===== config.mk =====
export PLATFORM = sky130hd
export DESIGN_NAME = dose_scheduler_flat
export DESIGN_NICKNAME = d
export VERILOG_FILES = /design/src/rtl/dose_pkg.sv /design/src/rtl/dose_scheduler_if.sv /design/src/rtl/dose_slot_match.sv /design/src/rtl/dose_scheduler.sv /design/src/flat_wrapper.sv
export SDC_FILE = /design/constraint.sdc
export NUM_CORES = 1
export LEC_CHECK = 0
export ABC_AREA = 1
export CAP_MARGIN = 25
export CORE_AREA = 2 2 108 110
export CTS_CLUSTER_DIAMETER = 80
export DETAILED_ROUTE_END_ITERATION = 10
export DIE_AREA = 0 0 110 112
export PLACE_DENSITY = 0.64
export SLEW_MARGIN = 20
export SYNTH_ARGS = -nofsm -noshare
export SYNTH_HDL_FRONTEND = slang
export SYNTH_SLANG_ARGS = --single-unit

===== constraint.sdc =====
create_clock -name CLOCK_50 -period 2.55 [get_ports CLOCK_50]
set_input_delay 0.51 -clock CLOCK_50 [delete_from_list [all_inputs] [get_ports CLOCK_50]]
set_output_delay 0.51 -clock CLOCK_50 [all_outputs]
set_load 0.03 [all_outputs]

===== src/rtl/dose_pkg.sv =====
// Shared types, field widths and width helpers for the dose scheduler.
package dose_pkg;

   typedef enum logic [1:0] {
      IDLE     = 2'd0,
      DISPENSE = 2'd1,
      ALARM    = 2'd2
   } state_e;

   localparam int HOUR_W = 5;
   localparam int MIN_W  = 6;
   localparam int SEC_W  = 6;
   localparam int MISS_W = 8;

   // Width of the alarm timer so it can hold the full timeout value.
   function automatic int tmr_w(input int timeout);
      return (timeout < 2) ? 1 : $clog2(timeout + 1);
   endfunction

   function automatic int idx_w(input int n);
      return (n < 2) ? 1 : $clog2(n);
   endfunction

endpackage


===== src/rtl/dose_scheduler_if.sv =====
// Dispenser/alarm handshake bundle between the scheduler (master) and the
// compartment drivers plus alarm block (slave).
interface dose_scheduler_if #(
   parameter int NUM_CH = 2
) ();
   import dose_pkg::*;

   logic [NUM_CH-1:0] dispense_req;
   logic [NUM_CH-1:0] dispense_ack;
   logic              alarm;
   logic              taken_ack;
   logic              busy;
   logic [MISS_W-1:0] missed_cnt;

   modport master (
      output dispense_req, alarm, busy, missed_cnt,
      input  dispense_ack, taken_ack
   );

   modport slave (
      input  dispense_req, alarm, busy, missed_cnt,
      output dispense_ack, taken_ack
   );

endinterface


===== src/rtl/dose_slot_match.sv =====
// Priority compare of the dose table against the current hour/minute;
// the lowest-index enabled, in-range, matching slot wins.
module dose_slot_match
   import dose_pkg::*;
#(
   parameter  int NUM_SLOTS = 3,
   localparam int SLOT_W    = idx_w(NUM_SLOTS)
) (
   input  logic [NUM_SLOTS-1:0] en_i,
   input  logic [HOUR_W-1:0]    hour_i [NUM_SLOTS],
   input  logic [MIN_W-1:0]     min_i  [NUM_SLOTS],
   input  logic [HOUR_W-1:0]    hours_i,
   input  logic [MIN_W-1:0]     minutes_i,
   output logic                 hit_o,
   output logic [SLOT_W-1:0]    idx_o
);

   logic [NUM_SLOTS-1:0] match_s;

   // Out-of-range table entries are excluded so they can never fire.
   always_comb begin
      for (int s = 0; s < NUM_SLOTS; s++) begin
         match_s[s] = en_i[s] && (hour_i[s] < HOUR_W'(24)) && (min_i[s] < MIN_W'(60)) &&
                      (hour_i[s] == hours_i) && (min_i[s] == minutes_i);
      end
   end

   assign hit_o = |match_s;

   // Scan from the top so the lowest matching index is the one left standing.
   always_comb begin
      idx_o = {SLOT_W{1'b0}};
      for (int s = NUM_SLOTS - 1; s >= 0; s--) begin
         idx_o = match_s[s] ? SLOT_W'(s) : idx_o;
      end
   end

endmodule


===== src/rtl/dose_scheduler.sv =====
// Programmable dose table, per-channel dispense sequencing and acknowledge alarm.
// Define DOSE_MISS_CNT_EN to build the saturating missed-dose counter.
module dose_scheduler
   import dose_pkg::*;
#(
   parameter  int NUM_CH        = 2,
   parameter  int NUM_SLOTS     = 3,
   parameter  int CNT_W         = 3,
   parameter  int ACK_TIMEOUT_S = 900,
   localparam int SLOT_W        = idx_w(NUM_SLOTS),
   localparam int CH_W          = idx_w(NUM_CH),
   localparam int TMR_W         = tmr_w(ACK_TIMEOUT_S)
) (
   input  logic              CLOCK_50,
   input  logic              reset,
   input  logic              tick_sec,
   input  logic [HOUR_W-1:0] hours,
   input  logic [MIN_W-1:0]  minutes,
   input  logic [SEC_W-1:0]  seconds,
   input  logic              cfg_we,
   input  logic [SLOT_W-1:0] cfg_slot,
   input  logic [CH_W-1:0]   cfg_ch,
   input  logic              cfg_en,
   input  logic [HOUR_W-1:0] cfg_hour,
   input  logic [MIN_W-1:0]  cfg_min,
   input  logic [CNT_W-1:0]  cfg_count,
   dose_scheduler_if.master  dsp
);

   logic [NUM_SLOTS-1:0] en_q;
   logic [HOUR_W-1:0]    hour_q [NUM_SLOTS];
   logic [MIN_W-1:0]     min_q  [NUM_SLOTS];
   logic [CNT_W-1:0]     cnt_q  [NUM_SLOTS][NUM_CH];

   state_e            state_q, state_d;
   logic [CH_W-1:0]   ch_q, ch_d;
   logic [CNT_W-1:0]  rem_q [NUM_CH];
   logic [CNT_W-1:0]  rem_d [NUM_CH];
   logic [NUM_CH-1:0] req_q, req_d;
   logic              alarm_q, alarm_d;
   logic              busy_q, busy_d;
   logic [TMR_W-1:0]  tmr_q, tmr_d;
   logic              pend_q, pend_d;
   logic [SLOT_W-1:0] pend_slot_q, pend_slot_d;
   logic              hit_s, trig_s, miss_s;
   logic [SLOT_W-1:0] hit_idx_s;

   dose_slot_match #(.NUM_SLOTS(NUM_SLOTS)) u_match (
      .en_i      (en_q),
      .hour_i    (hour_q),
      .min_i     (min_q),
      .hours_i   (hours),
      .minutes_i (minutes),
      .hit_o     (hit_s),
      .idx_o     (hit_idx_s)
   );

   assign trig_s = tick_sec && (seconds == {SEC_W{1'b0}}) && hit_s;

   // Dose table; writes land in any state and only affect later triggers.
   always_ff @(posedge CLOCK_50) begin
      if (reset) begin
         en_q <= {NUM_SLOTS{1'b0}};
         for (int s = 0; s < NUM_SLOTS; s++) begin
            hour_q[s] <= {HOUR_W{1'b0}};
            min_q[s]  <= {MIN_W{1'b0}};
            for (int c = 0; c < NUM_CH; c++) begin
               cnt_q[s][c] <= {CNT_W{1'b0}};
            end
         end
      end else if (cfg_we && (int'(cfg_slot) < NUM_SLOTS)) begin
         en_q[cfg_slot]   <= cfg_en;
         hour_q[cfg_slot] <= cfg_hour;
         min_q[cfg_slot]  <= cfg_min;
         if (int'(cfg_ch) < NUM_CH) begin
            cnt_q[cfg_slot][cfg_ch] <= cfg_count;
         end
      end
   end

   // Next-state, pending queue and handshake sequencing.
   always_comb begin
      state_d     = state_q;
      ch_d        = ch_q;
      rem_d       = rem_q;
      req_d       = req_q;
      tmr_d       = tmr_q;
      pend_slot_d = pend_slot_q;
      miss_s      = 1'b0;
      if ((state_q != IDLE) && trig_s && !pend_q) begin
         pend_d      = 1'b1;
         pend_slot_d = hit_idx_s;
      end else begin
         pend_d = pend_q;
      end
      case (state_q)
         IDLE: begin
            if (pend_q) begin
               rem_d       = cnt_q[pend_slot_q];
               ch_d        = {CH_W{1'b0}};
               state_d     = DISPENSE;
               pend_d      = trig_s;
               pend_slot_d = hit_idx_s;
            end else if (trig_s) begin
               rem_d   = cnt_q[hit_idx_s];
               ch_d    = {CH_W{1'b0}};
               state_d = DISPENSE;
            end else begin
               state_d = IDLE;
            end
         end
         DISPENSE: begin
            // req drops after each ack and is re-evaluated a cycle later, giving the low gap.
            if (req_q[ch_q]) begin
               if (dsp.dispense_ack[ch_q]) begin
                  rem_d[ch_q] = rem_q[ch_q] - CNT_W'(1);
                  req_d       = {NUM_CH{1'b0}};
               end else begin
                  req_d = req_q;
               end
            end else if (rem_q[ch_q] != {CNT_W{1'b0}}) begin
               req_d = NUM_CH'(1) << ch_q;
            end else if (ch_q == CH_W'(NUM_CH - 1)) begin
               state_d = ALARM;
               tmr_d   = {TMR_W{1'b0}};
            end else begin
               ch_d = ch_q + CH_W'(1);
            end
         end
         ALARM: begin
            if (dsp.taken_ack) begin
               state_d = IDLE;
            end else if (tick_sec && (tmr_q == TMR_W'(ACK_TIMEOUT_S - 1))) begin
               state_d = IDLE;
               miss_s  = 1'b1;
            end else if (tick_sec) begin
               tmr_d = tmr_q + TMR_W'(1);
            end else begin
               tmr_d = tmr_q;
            end
         end
         default: begin
            state_d = IDLE;
            req_d   = {NUM_CH{1'b0}};
         end
      endcase
      alarm_d = (state_d == ALARM);
      busy_d  = (state_d != IDLE);
   end

   // Sequencer state and registered outputs.
   always_ff @(posedge CLOCK_50) begin
      if (reset) begin
         state_q     <= IDLE;
         ch_q        <= {CH_W{1'b0}};
         for (int c = 0; c < NUM_CH; c++) begin
            rem_q[c] <= {CNT_W{1'b0}};
         end
         req_q       <= {NUM_CH{1'b0}};
         alarm_q     <= 1'b0;
         busy_q      <= 1'b0;
         tmr_q       <= {TMR_W{1'b0}};
         pend_q      <= 1'b0;
         pend_slot_q <= {SLOT_W{1'b0}};
      end else begin
         state_q     <= state_d;
         ch_q        <= ch_d;
         rem_q       <= rem_d;
         req_q       <= req_d;
         alarm_q     <= alarm_d;
         busy_q      <= busy_d;
         tmr_q       <= tmr_d;
         pend_q      <= pend_d;
         pend_slot_q <= pend_slot_d;
      end
   end

`ifdef DOSE_MISS_CNT_EN
   logic [MISS_W-1:0] missed_q;

   // Saturating count of alarms that timed out without acknowledge.
   always_ff @(posedge CLOCK_50) begin
      if (reset) begin
         missed_q <= {MISS_W{1'b0}};
      end else if (miss_s && (missed_q != {MISS_W{1'b1}})) begin
         missed_q <= missed_q + MISS_W'(1);
      end
   end

   assign dsp.missed_cnt = missed_q;
`else
   logic miss_unused_s;
   assign miss_unused_s  = miss_s;
   assign dsp.missed_cnt = {MISS_W{1'b0}};
`endif

   assign dsp.dispense_req = req_q;
   assign dsp.alarm        = alarm_q;
   assign dsp.busy         = busy_q;

endmodule


===== src/flat_wrapper.sv =====
// flat-port wrapper written by rule: the top's interface ports become plain ports
module dose_scheduler_flat import dose_pkg::*;
#(
   parameter  int NUM_CH        = 2,
   parameter  int NUM_SLOTS     = 3,
   parameter  int CNT_W         = 3,
   parameter  int ACK_TIMEOUT_S = 900,
   localparam int SLOT_W        = idx_w(NUM_SLOTS),
   localparam int CH_W          = idx_w(NUM_CH),
   localparam int TMR_W         = tmr_w(ACK_TIMEOUT_S)
)
  (CLOCK_50, reset, tick_sec, hours, minutes, seconds, cfg_we, cfg_slot, cfg_ch, cfg_en, cfg_hour, cfg_min, cfg_count, dsp_dispense_req, dsp_alarm, dsp_busy, dsp_missed_cnt, dsp_dispense_ack, dsp_taken_ack);
  dose_scheduler_if #(.NUM_CH(NUM_CH)) dsp_i ();
  input  logic CLOCK_50;
  input  logic reset;
  input  logic tick_sec;
  input  logic [HOUR_W-1:0] hours;
  input  logic [MIN_W-1:0] minutes;
  input  logic [SEC_W-1:0] seconds;
  input  logic cfg_we;
  input  logic [SLOT_W-1:0] cfg_slot;
  input  logic [CH_W-1:0] cfg_ch;
  input  logic cfg_en;
  input  logic [HOUR_W-1:0] cfg_hour;
  input  logic [MIN_W-1:0] cfg_min;
  input  logic [CNT_W-1:0] cfg_count;
  output wire logic [$bits(dsp_i.dispense_req)-1:0] dsp_dispense_req;
  output wire logic [$bits(dsp_i.alarm)-1:0] dsp_alarm;
  output wire logic [$bits(dsp_i.busy)-1:0] dsp_busy;
  output wire logic [$bits(dsp_i.missed_cnt)-1:0] dsp_missed_cnt;
  input wire logic [$bits(dsp_i.dispense_ack)-1:0] dsp_dispense_ack;
  input wire logic [$bits(dsp_i.taken_ack)-1:0] dsp_taken_ack;
  assign dsp_dispense_req = dsp_i.dispense_req;
  assign dsp_alarm = dsp_i.alarm;
  assign dsp_busy = dsp_i.busy;
  assign dsp_missed_cnt = dsp_i.missed_cnt;
  assign dsp_i.dispense_ack = dsp_dispense_ack;
  assign dsp_i.taken_ack = dsp_taken_ack;
  dose_scheduler #(.NUM_CH(NUM_CH), .NUM_SLOTS(NUM_SLOTS), .CNT_W(CNT_W), .ACK_TIMEOUT_S(ACK_TIMEOUT_S)) u_core (.CLOCK_50(CLOCK_50), .reset(reset), .tick_sec(tick_sec), .hours(hours), .minutes(minutes), .seconds(seconds), .cfg_we(cfg_we), .cfg_slot(cfg_slot), .cfg_ch(cfg_ch), .cfg_en(cfg_en), .cfg_hour(cfg_hour), .cfg_min(cfg_min), .cfg_count(cfg_count), .dsp(dsp_i));
endmodule

==> run metrics, run 1 <==
outcome=complete, no violations; worst slew pin tran=579 ps; num rows=39; CP max stage cell=clkdlybuf4s50_1; Req. time, crit path=approximately 2800 ps; Clk pwr share=0.438; RR Endpoint=u_core.tmr_q[5]; top-level I/O count=54; starting density of the core=0.443; routed via count=4701; post-route ant nets=0; CP endpoint kind=flip-flop; Hold Path End=u_core.min_q[13]; Avg Inst Size Synth=6.72 µm²; TritonCTS buffer count=9; vias in the first global route=4313; Distinct cells, synth=35; routability cong.=0.878; LEAKAGE=0.00250 µW; slew margin rel.=0.610; Layout fillers=1114; pwr/cell area=about 550 mW/mm²; Worst-Skew Late Latency=350 ps; synthesized instance count=between 700 and 800; initial drt markers=approximately 260; Final Cycle Share=0.864; unrepaired setup endpoints after global routing=no; grt ovf=0; Placeable Area=0.0112 mm²; Longest Clk Path Bufs=2; synthesized area=0.00495 mm²; layout cells sized above 1=0.0808; nets@finish=about 830; hold path depth=2; kind of cell adding the most delay to the critical path=simple AND/OR/NAND/NOR gates; worst clock skew=7.60 ps; first-pass GRT wire length=19700 µm; # resized after CTS=0; Max Cap Violations=0; initial antenna violation count=0; sequential area share after synthesis=0.396; die width=110 µm; number of diodes=0; most frequent CP cell=nand2_1; Worst Hold Class=flip-flop to flip-flop; sequential share of power=0.457; Setup crit start kind=primary input; Pre-antenna DRT Iters=5; Top FF cell, synth=dfxtp_1; share of the synthesized area in the top cell type=0.251; dpl hpwl=around 9000 µm; Tot GR Track Use=0.209; Net Sw Power=794 µW; crit path cell chain=clkdlybuf4s50_1 > inv_2 > nand2_1 > nand2_1 > nor2_1 > nand3_1 > nor2_4 > nand2_2 > nand2_1 > nand3_1 > nand3_1 > nand2_1 > inv_1 > nor2_1 > nor2_1; DRC=0; HP Start=u_core.min_q[13]; Gate power share=0.104; setup_tns=0 ps; CTS sink count=86; htree depth=3; Critical Path AT=roughly 2500 ps; Yosys top cell by area=dfxtp_1; slowest stage delay, CP=roughly 540 ps; Area growth syn-to-layout=18.5%; asr flop ratio synth=0; Clk pin slew, worst setup/hold paths=60 ps; IO Port Bufs=between 40 and 50; synthesized flop and latch total=86; Post CTS Setup Buffer Count=0; Die H=about 110 µm; Buf/Inv on CP=3; fin util=0.526; worst r2r path cells=11; highest ir drop seen on vdd=0.312 mV; final setup fails=0; r2r startpoint=u_core.ch_q; Final Hold Vio Count=0; CTS tree=done; f_max=0.454 GHz; Root Buffer=clkbuf_16; Routed WL per cell=13.2 µm; Via density=5.03; Net Sw Frac=0.244; fin crit period=2200 ps; Slew Limit Fails=0; most common cell in the netlist=nand2_1; cell internal pwr=approximately 2500 µW; Post-synth top cells=nand2_1, inv_1, nor2_1; top cells by area, synth=dfxtp_1, edfxtp_1, nand2_1; full die area=about 0.012 mm²; EDFF count, synth=24; largest net degree at the start of global routing=25; aggregate routed wire length=12300 µm; CP Class=primary input to flip-flop; Ys Warns=0; CP max FO=7; Hold Buf Count CTS=0; internal reg-to-reg setup slack=a little under 400 ps
[metrics by stage]
stage	instances	power [µW]	hold slack [ps]	worst slack, ps	cell area (µm²)
6_report	935	3260	465	347	5870
5_1_grt	935	3390	484	58.3	5870
3_3_place_gp	919	1850	451	50.9	5550
2_1_floorplan	750	1720	441	811	5000
3_5_place_dp	919	1860	456	28.4	5550
4_1_cts	935	3280	468	360	5870
[cell families (layout without fill, tap and decap cells)]
kind of cell	count (synthesis)	in the layout	synth area share
and+or+nand+nor	360	360	0.321
AOI/OAI and AO/OA	125	125	0.129
xor gates and xnor gates	13	13	0.0230
DFF	86	86	0.396
buffers and inverters	149	191	0.122
adders and majority gates	3	3	0.00758
other	1	14	0.000757
[how the worst max path moves through the flow]
stage	from	end	cells after the start
finish	minutes[2]	u_core.rem_q[0]	15
global route	u_core.ch_q	u_core.tmr_q[5]	12
CTS	u_core.ch_q	u_core.tmr_q[5]	12
detailed placement	minutes[2]	u_core.rem_q[4]	14
global placement	hours[3]	u_core.rem_q[4]	16
floorplan	cfg_we	u_core.cnt_q[0][0]	4
[power groups by stage]
| stage | Clock (µW) | Sequential [µW] | Combinational (µW) |
|---|---|---|---|
| 2_1_floorplan | 0 | 1510 | 209 |
| 3_3_place_gp | 0 | 1520 | 333 |
| 3_5_place_dp | 0 | 1520 | 339 |
| 4_1_cts | 1450 | 1490 | 340 |
| 5_1_grt | 1520 | 1490 | 380 |
| 6_report | 1430 | 1490 | 339 |
[placed cells by master, fill, tap and decap left out]
master / instances
nand3_4: 1
nor2_2: 7
o22ai_1: 1
o21ai_0: 58
a31oi_1: 1
inv_2: 14
clkbuf_1: 1
clkbuf_8: 2
dfxtp_1: 62
ha_1: 3
inv_1: 104
nor2_4: 5
xor2_1: 4
buf_4: 10
nand3_2: 5
a211oi_1: 3
bufinv_16: 1
conb_1: 14
nor2_1: 84
a21oi_1: 54
nor4_1: 2
nor3_1: 10
nand2_2: 5
xnor2_1: 9
nand2_1: 182
nand2_4: 2
clkdlybuf4s50_1: 45
clkbuf_16: 10
clkinv_2: 2
nand3_1: 38
a21o_1: 1
o21ai_1: 7
edfxtp_1: 24
nand3b_1: 1
nand4_1: 18
clkinv_1: 2
[sequential cells by signal, indices dropped and copies added (netlist names)]
signal,flops
u_core.dsp.alarm,1
u_core.rem_q,6
u_core.dsp.dispense_req,2
u_core.pend_q,1
u_core.min_q,18
u_core.ch_q,1
u_core.en_q,3
u_core.dsp.busy,1
u_core.state_q,2
u_core.tmr_q,10
u_core.pend_slot_q,2
u_core.cnt_q,24
u_core.hour_q,15
[routing by layer]
metal / part of all wire / vias to the layer above / GRT usage
met5: 0 / - / 0
met4: 0.026 / 0 / 0.0979
met3: 0.039 / 23 / 0.0480
met2: 0.50 / 99 / 0.353
met1: 0.44 / 2159 / 0.249
li1: - / 2420 / -
[final cells by class]
type | instances | area (µm²) | area share
clock buffer | 13 | 282 | 0.0479
clock inverter | 3 | 40.0 | 0.00682
inverter | 120 | 450 | 0.0767
multi-input combinational | 515 | 2430 | 0.415
sequential | 86 | 1960 | 0.334
tap | 143 | 179 | 0.0305
timing repair buffer | 55 | 526 | 0.0895
[worst register-to-register path, delay by kind of cell, from the launching register on]
family / cells / cell delay [ps]
AOI/OAI and AO/OA: 2 / 270
adders and majority gates: 2 / 370
buffers and inverters: 1 / 60
DFF: 1 / 510
and+or+nand+nor: 6 / 820
Power figures use the tool's default switching activity.
==> run 2, diff against run 1 <==
Settings changed: CAP_MARGIN 25 to 20, HOLD_SLACK_MARGIN set to 0.02.
==> results of run 2 <==
The final DEF is identical to that of run 1; final timing and power are the same.
